## src/rtl/ps2_key_decoder_pkg.sv

```systemverilog
// ---------------------------------------------------------------------------
// ps2_pkg
// Shared definitions for the PS/2 scan-code path: set-2 prefix bytes and
// the parse-state encoding used by the key decoder.
// ---------------------------------------------------------------------------
package ps2_pkg;

    localparam logic [7:0] SC_EXT = 8'hE0;  // extended-key prefix
    localparam logic [7:0] SC_BRK = 8'hF0;  // break (release) prefix

    // Bit 0 set means an E0 prefix is pending; bit 1 set means F0 is pending.
    typedef enum logic [1:0] {
        IDLE    = 2'd0,
        EXT     = 2'd1,
        BRK     = 2'd2,
        EXT_BRK = 2'd3
    } parse_state_e;

    function automatic logic is_prefix(input logic [7:0] b);
        return (b == SC_EXT) || (b == SC_BRK);
    endfunction

endpackage

```

## src/rtl/ps2_key_decoder_if.sv

```systemverilog
// ---------------------------------------------------------------------------
// ps2_key_decoder_if
// Handshake between the PS/2 receiver FIFO and the key decoder.
//   ready      : FIFO non-empty, data valid
//   data       : scan-code byte at FIFO head
//   overflow   : FIFO lost bytes
//   nextdata_n : active-low one-cycle pop strobe from the decoder
// master = receiver FIFO side, slave = decoder side.
// ---------------------------------------------------------------------------
interface ps2_key_decoder_if;
    logic       ready;
    logic [7:0] data;
    logic       overflow;
    logic       nextdata_n;

    modport master (output ready, output data, output overflow, input nextdata_n);
    modport slave  (input ready, input data, input overflow, output nextdata_n);
endinterface

```

## src/rtl/ps2_key_decoder.sv

```systemverilog
// ---------------------------------------------------------------------------
// ps2_key_decoder
// Turns the set-2 scan-code byte stream into held-key state and one-cycle
// key events (press, typematic repeat, release, error), and counts presses.
// Ports:
//   clk, clr      : clock, asynchronous active-high reset
//   fifo          : receiver FIFO handshake (slave modport)
//   key_code      : scan code of the held key, 0 when none is held
//   key_ext       : held key was E0-prefixed
//   key_valid     : a key is held
//   press_pulse   : new press
//   repeat_pulse  : typematic repeat of the held key
//   release_pulse : held key released
//   err_pulse     : protocol error or overflow flush
//   press_count   : distinct presses since reset, wraps
// All outputs are registered. Event outputs appear in the cycle the pop
// strobe is low, i.e. one cycle after the byte is accepted.
// ---------------------------------------------------------------------------
module ps2_key_decoder
    import ps2_pkg::*;
#(
    parameter int CNT_W = 8
) (
    input  logic               clk,
    input  logic               clr,
    ps2_key_decoder_if.slave   fifo,
    output logic [7:0]         key_code,
    output logic               key_ext,
    output logic               key_valid,
    output logic               press_pulse,
    output logic               repeat_pulse,
    output logic               release_pulse,
    output logic               err_pulse,
    output logic [CNT_W-1:0]   press_count
);

    parse_state_e     state_q;
    logic             nextdata_n_q;
    logic [7:0]       key_code_q;
    logic             key_ext_q;
    logic             key_valid_q;
    logic             press_q, repeat_q, release_q, err_q;
    logic [CNT_W-1:0] count_q;

    logic accept;
    logic hold_match;

    // The strobe is high whenever we are ready for a new byte, so a byte is
    // taken at most once: the cycle after acceptance the strobe is low and
    // the same head byte cannot be accepted again.
    assign accept = fifo.ready && nextdata_n_q;

    // Event extension flag is bit 0 of the state for both make (IDLE/EXT)
    // and break (BRK/EXT_BRK), so one comparator serves both paths.
    assign hold_match = key_valid_q && (fifo.data == key_code_q) &&
                        (state_q[0] == key_ext_q);

    // Pop strobe
    always_ff @(posedge clk or posedge clr) begin
        if (clr) begin
            nextdata_n_q <= 1'b1;
        end else begin
            nextdata_n_q <= !accept;
        end
    end

    // Parse FSM and held-key tracking
    always_ff @(posedge clk or posedge clr) begin
        if (clr) begin
            state_q     <= IDLE;
            key_code_q  <= 8'h00;
            key_ext_q   <= 1'b0;
            key_valid_q <= 1'b0;
            press_q     <= 1'b0;
            repeat_q    <= 1'b0;
            release_q   <= 1'b0;
            err_q       <= 1'b0;
            count_q     <= '0;
        end else begin
            press_q   <= 1'b0;
            repeat_q  <= 1'b0;
            release_q <= 1'b0;
            err_q     <= 1'b0;
            if (fifo.overflow) begin
                // Framing is unknown after lost bytes: drop everything
                // silently (no release) except the press count. A byte
                // accepted this cycle is still popped but ignored.
                state_q     <= IDLE;
                key_code_q  <= 8'h00;
                key_ext_q   <= 1'b0;
                key_valid_q <= 1'b0;
                err_q       <= 1'b1;
            end else if (accept) begin
                unique case (state_q)
                    IDLE, EXT: begin
                        if (fifo.data == SC_EXT) begin
                            state_q <= EXT;
                        end else if (fifo.data == SC_BRK) begin
                            state_q <= parse_state_e'({1'b1, state_q[0]});
                        end else begin
                            state_q <= IDLE;
                            if (hold_match) begin
                                repeat_q <= 1'b1;
                            end else begin
                                key_code_q  <= fifo.data;
                                key_ext_q   <= state_q[0];
                                key_valid_q <= 1'b1;
                                press_q     <= 1'b1;
                                count_q     <= count_q + 1'b1;
                            end
                        end
                    end
                    BRK, EXT_BRK: begin
                        state_q <= IDLE;
                        if (is_prefix(fifo.data)) begin
                            err_q <= 1'b1;
                        end else if (hold_match) begin
                            release_q   <= 1'b1;
                            key_code_q  <= 8'h00;
                            key_ext_q   <= 1'b0;
                            key_valid_q <= 1'b0;
                        end
                        // Break of a key that is not held is ignored.
                    end
                    default: state_q <= IDLE;
                endcase
            end
        end
    end

    assign fifo.nextdata_n = nextdata_n_q;
    assign key_code        = key_code_q;
    assign key_ext         = key_ext_q;
    assign key_valid       = key_valid_q;
    assign press_pulse     = press_q;
    assign repeat_pulse    = repeat_q;
    assign release_pulse   = release_q;
    assign err_pulse       = err_q;
    assign press_count     = count_q;

endmodule

```

## src/flat_wrapper.sv

```systemverilog
// flat-port wrapper written by rule: the top's interface ports become plain ports
module ps2_key_decoder_flat import ps2_pkg::*;
#(
    parameter int CNT_W = 8
)
  (clk, clr, key_code, key_ext, key_valid, press_pulse, repeat_pulse, release_pulse, err_pulse, press_count, fifo_ready, fifo_data, fifo_overflow, fifo_nextdata_n);
  ps2_key_decoder_if fifo_i ();
  input  logic clk;
  input  logic clr;
  output logic [7:0] key_code;
  output logic key_ext;
  output logic key_valid;
  output logic press_pulse;
  output logic repeat_pulse;
  output logic release_pulse;
  output logic err_pulse;
  output logic [CNT_W-1:0] press_count;
  input wire logic [$bits(fifo_i.ready)-1:0] fifo_ready;
  input wire logic [$bits(fifo_i.data)-1:0] fifo_data;
  input wire logic [$bits(fifo_i.overflow)-1:0] fifo_overflow;
  output wire logic [$bits(fifo_i.nextdata_n)-1:0] fifo_nextdata_n;
  assign fifo_i.ready = fifo_ready;
  assign fifo_i.data = fifo_data;
  assign fifo_i.overflow = fifo_overflow;
  assign fifo_nextdata_n = fifo_i.nextdata_n;
  ps2_key_decoder #(.CNT_W(CNT_W)) u_core (.clk(clk), .clr(clr), .fifo(fifo_i), .key_code(key_code), .key_ext(key_ext), .key_valid(key_valid), .press_pulse(press_pulse), .repeat_pulse(repeat_pulse), .release_pulse(release_pulse), .err_pulse(err_pulse), .press_count(press_count));
endmodule
```

## config.mk

```make
export PLATFORM = sky130hd
export DESIGN_NAME = ps2_key_decoder_flat
export DESIGN_NICKNAME = d
export VERILOG_FILES = /design/src/rtl/ps2_key_decoder_pkg.sv /design/src/rtl/ps2_key_decoder_if.sv /design/src/rtl/ps2_key_decoder.sv /design/src/flat_wrapper.sv
export SDC_FILE = /design/constraint.sdc
export NUM_CORES = 1
export LEC_CHECK = 0
export ABC_AREA = 1
export BUFFER_PORTS_ARGS = -buffer_cell sky130_fd_sc_hd__buf_2
export CORE_MARGIN = 2
export CORE_UTILIZATION = 30
export CTS_CLUSTER_SIZE = 24
export DETAILED_ROUTE_END_ITERATION = 8
export PLACE_DENSITY_LB_ADDON = 0.25
export SLEW_MARGIN = 20
export SYNTH_ARGS = -nofsm -noshare
export SYNTH_HDL_FRONTEND = slang
export SYNTH_SLANG_ARGS = --single-unit
```

## constraint.sdc

```tcl
create_clock -name clk -period 2 [get_ports clk]
set_input_delay 0.1 -clock clk [delete_from_list [all_inputs] [get_ports clk]]
set_output_delay 0.1 -clock clk [all_outputs]
set_load 0.05 [all_outputs]
```

==> results.txt <==
Timing would allow up to 0.579 GHz. In this run the clock root is driven by a sky130_fd_sc_hd__clkbuf_8. The tree built by TritonCTS fans out to 25 sinks.

The worst setup path is captured at a register. The largest individual stage delay along the critical path comes from the cell sky130_fd_sc_hd__dfstp_2. The number of gates given a new drive strength after cts is 0. After synthesis, the most frequently instantiated cells are sky130_fd_sc_hd__nand2_1 (70), sky130_fd_sc_hd__dfrtp_1 (24), sky130_fd_sc_hd__nor2_1 (24), sky130_fd_sc_hd__inv_1 (22), sky130_fd_sc_hd__nand3_1 (19).

The synthesized net count is 213. The accumulated negative setup slack came out at 0 ps. The post-route cell area is 1750 um^2. The global-route total usage across every layer came out at 0.140. The clock edge transition at the registers on the reported setup and hold paths came out at 90 ps.

The count of nets left with antenna violations once routing finished came out at 0. Yosys mapped a number of flops with a built-in enable equal to 0. From bottom edge to top edge, the die measures 73.4 um. The internal power of the cells came out at 905 uW. The remaining global-route overflow came out at 0. After synthesis the netlist holds a flip-flop and latch count of 25.

The number of hold violations in the final report came to 0. The count of buffers added on input and output ports is 34. The critical path in this run is classified as register to register. Data on the critical path is required at its endpoint by 2160 ps.

The sequential-to-total area share from yosys stat came out at 0.433. The switching part of the total came out at 0.451. The final critical delay including setup and external delays is 1730 ps. Detailed routing inserted a total of 1304 vias. The share of total power dissipated in combinational logic is 0.403.

The worst setup path is launched from a register. The largest clock skew in the final design is 3.38 ps. The number of pins with negative max-slew slack in the final report is 0. The largest fanout on the critical path is 10.

Dividing the detail-routed wire length by the instance count gives 11.3 um. Setup repair after global routing left no endpoint under its margin. The H-tree level count came out at 1. The number of synthesis warnings came out at 0. For this run, the leading register cell type out of synthesis is sky130_fd_sc_hd__dfrtp_1. The gate family responsible for the most delay along the worst path is simple AND/OR/NAND/NOR gates.

The share of the clock period used by the worst path came out at 0.863. The first-pass iteration count of the detailed router is 4. The initial antenna violation count is 0. The total power divided by cell area came out at 942 nW/um^2.

The die outline width came out at 73.4 um. The critical path data arrival time is 1890 ps. The antenna diode count came out at 0.

By area the synthesized netlist is led by sky130_fd_sc_hd__dfrtp_1 (42%), sky130_fd_sc_hd__nand2_1 (18%), sky130_fd_sc_hd__nand3_1 (6.6%). The floorplan step defined a die boundary enclosing 5390 um^2. Setup violations remaining at the end of the flow were counted as 0.

The proportion of layout cells with a drive suffix above 1 came out at 0.246. In this run the post-CTS setup repair buffer count came out at 0. Across the run, the number of max-cap violations was 0. The power share of the sequential group is 0.408. The classification of the worst-slack hold path is input port to register. The layout overhead on the synthesized area is 20.9%.

The count of hold-fix buffers inserted at cts came out at 2. The initial standard-cell utilization of the core is 0.308. The number of nets in the layout is 254. The number of standard cells after synthesis is 200. The leakage power of the design came out at 0.000936 uW.

The delay of the slowest cell on the worst path came out at 530 ps. The routed wire length came out at 3.32 mm. In this run the power spent charging and discharging nets is 744 uW. The post-synthesis async set-or-reset flop share came out at 1.00. The number of library cell types mapped by synthesis came out at 26. The largest voltage drop on the vdd net is 0.759 mV.

The buffer levels on the longest clock path is 2. The via density per instance came out at 4.44. Summed over all instances, the cell type with the most area after synthesis is sky130_fd_sc_hd__dfrtp_1. The number of global-route vias before repair came out at 1277. The critical path buffer and inverter count came out at 3. TritonCTS created 3 clock buffers. For this run, design rule violations remaining after detail routing come to 0. The cell area after synthesis is 1450 um^2. The part of the total power dissipated in the clock network came out at 0.189. The post-synthesis area per instance came out at 7.23 um^2. The worst max-slew margin expressed relative to the limit came out at 0.750. The placed cell area came out at 1680 um^2. The clock network latency to the later pin of the worst-skew pair is 270 ps.

The most common cell in the synthesized netlist is sky130_fd_sc_hd__nand2_1. The placeable core region came out at 4690 um^2. The number of primary I/O pins is 35. Entering global routing, the biggest net connects 26 pins. The floorplan has 25 rows. The most numerous cell on the critical path is sky130_fd_sc_hd__nand2_1.

The starting DRC count in detailed routing is 73. The count of filler cells inserted in the layout is 517. The first global-routing pass estimated 5.74 mm of wire. The slew at the pin with the worst max-slew slack came out at 373 ps.

At the end of routability-driven placement, the weighted congestion stood at 0.820. The half-perimeter wire length after detailed placement is 2.53 mm. The portion of synthesized cell area occupied by the leading cell type is 0.415. The signal on the critical path passes through nand2_1, inv_1, nor2_1, inv_1, nand2_1, nor2_1, nand2_1, inv_2, nand2_4, nand2_1, nand2_1. The run finished with clean final reports. TritonCTS built the clock tree.
cell families (layout without fill, tap and decap cells):
| logic type | count (synthesis) | count (layout) | synth area share |
|---|---|---|---|
| flops | 25 | 25 | 0.433 |
| fa+ha+maj | 1 | 1 | 0.00865 |
| simple gates | 124 | 124 | 0.375 |
| buf+inv | 30 | 70 | 0.0830 |
| compound gates | 14 | 14 | 0.0640 |
| xor+xnor | 6 | 6 | 0.0363 |
area by class of cell:
class | instances | area [um^2] | share of cell area
clock buffer | 3 | 41.3 | 0.0236
timing repair buffer | 37 | 198 | 0.113
inverter | 29 | 109 | 0.0622
sequential | 25 | 627 | 0.358
clock inverter | 1 | 7.51 | 0.00429
tap | 54 | 67.6 | 0.0386
multi-input combinational | 145 | 699 | 0.400
layer usage:
layer  up-vias  part of all wire  global-route usage
li1        704                 -                   -
met1       574              0.51               0.195
met2        21              0.44               0.215
met3         5             0.033              0.0233
met4         0             0.019              0.0545
met5         -                 0                   0
state kept, by name (all words and copies together) (netlist names):
signal / count
u_core.repeat_pulse: 1
u_core.key_ext: 1
u_core.release_pulse: 1
u_core.state_q: 2
u_core.fifo.nextdata_n: 1
u_core.key_code: 8
u_core.press_count: 8
u_core.key_valid: 1
u_core.err_pulse: 1
u_core.press_pulse: 1
per-stage QoR:
stage	total power, uW	utilization	setup slack (ps)	cells	hold WS, ps
detailed placement	1350	0.358	276	288	179
finish	1650	0.373	274	294	64.0
floorplan	1190	-	321	200	127
global route	1760	0.373	98.6	294	57.5
global placement	1350	0.358	290	288	173
CTS	1680	0.373	251	294	55.6
worst reg2reg max path, cell delays in order, from the launching register on:
cell	delay [ps]
sky130_fd_sc_hd__dfstp_2	530
sky130_fd_sc_hd__nand2_1	80
sky130_fd_sc_hd__inv_1	140
sky130_fd_sc_hd__nor2_1	60
sky130_fd_sc_hd__inv_1	70
sky130_fd_sc_hd__nand2_1	70
sky130_fd_sc_hd__nor2_1	130
sky130_fd_sc_hd__nand2_1	90
sky130_fd_sc_hd__inv_2	160
sky130_fd_sc_hd__nand2_4	130
sky130_fd_sc_hd__nand2_1	90
sky130_fd_sc_hd__nand2_1	60
power groups by stage:
stage / registers [uW] / clock network (uW) / logic (uW)
after global placement: 680 / 0 / 666
after floorplan: 944 / 0 / 243
final: 673 / 311 / 665
after CTS: 672 / 330 / 674
after detailed placement: 679 / 0 / 668
after global routing: 689 / 348 / 725
cells in the final DEF, fill, tap and decap left out, types with 2 or more instances in the layout:
| master | Yosys | final |
|---|---|---|
| sky130_fd_sc_hd__a21oi_1 | 2 | 2 |
| sky130_fd_sc_hd__buf_2 | 0 | 34 |
| sky130_fd_sc_hd__clkbuf_8 | 0 | 3 |
| sky130_fd_sc_hd__dfrtp_1 | 24 | 24 |
| sky130_fd_sc_hd__dlygate4sd3_1 | 0 | 2 |
| sky130_fd_sc_hd__inv_1 | 22 | 22 |
| sky130_fd_sc_hd__inv_2 | 7 | 7 |
| sky130_fd_sc_hd__nand2_1 | 70 | 70 |
| sky130_fd_sc_hd__nand2_4 | 2 | 2 |
| sky130_fd_sc_hd__nand3_1 | 19 | 19 |
| sky130_fd_sc_hd__nand4_1 | 2 | 2 |
| sky130_fd_sc_hd__nor2_1 | 24 | 24 |
| sky130_fd_sc_hd__nor3_2 | 2 | 2 |
| sky130_fd_sc_hd__o21ai_1 | 4 | 4 |
| sky130_fd_sc_hd__o21ai_2 | 4 | 4 |
| sky130_fd_sc_hd__xor2_1 | 5 | 5 |
worst paths after layout:
kind,startpoint,end,depth (start not counted),slack (ps)
max,u_core.fifo.nextdata_n,u_core.key_valid,11,270
min,fifo_overflow,u_core.err_pulse,2,60
max reg2reg,u_core.fifo.nextdata_n,u_core.key_valid,11,270
min reg2reg,u_core.fifo.nextdata_n,u_core.fifo.nextdata_n,1,510
max in group asynchronous,clr,u_core.fifo.nextdata_n,4,1290
min in group asynchronous,clr,u_core.release_pulse,4,410
Power figures use the tool's default switching activity.
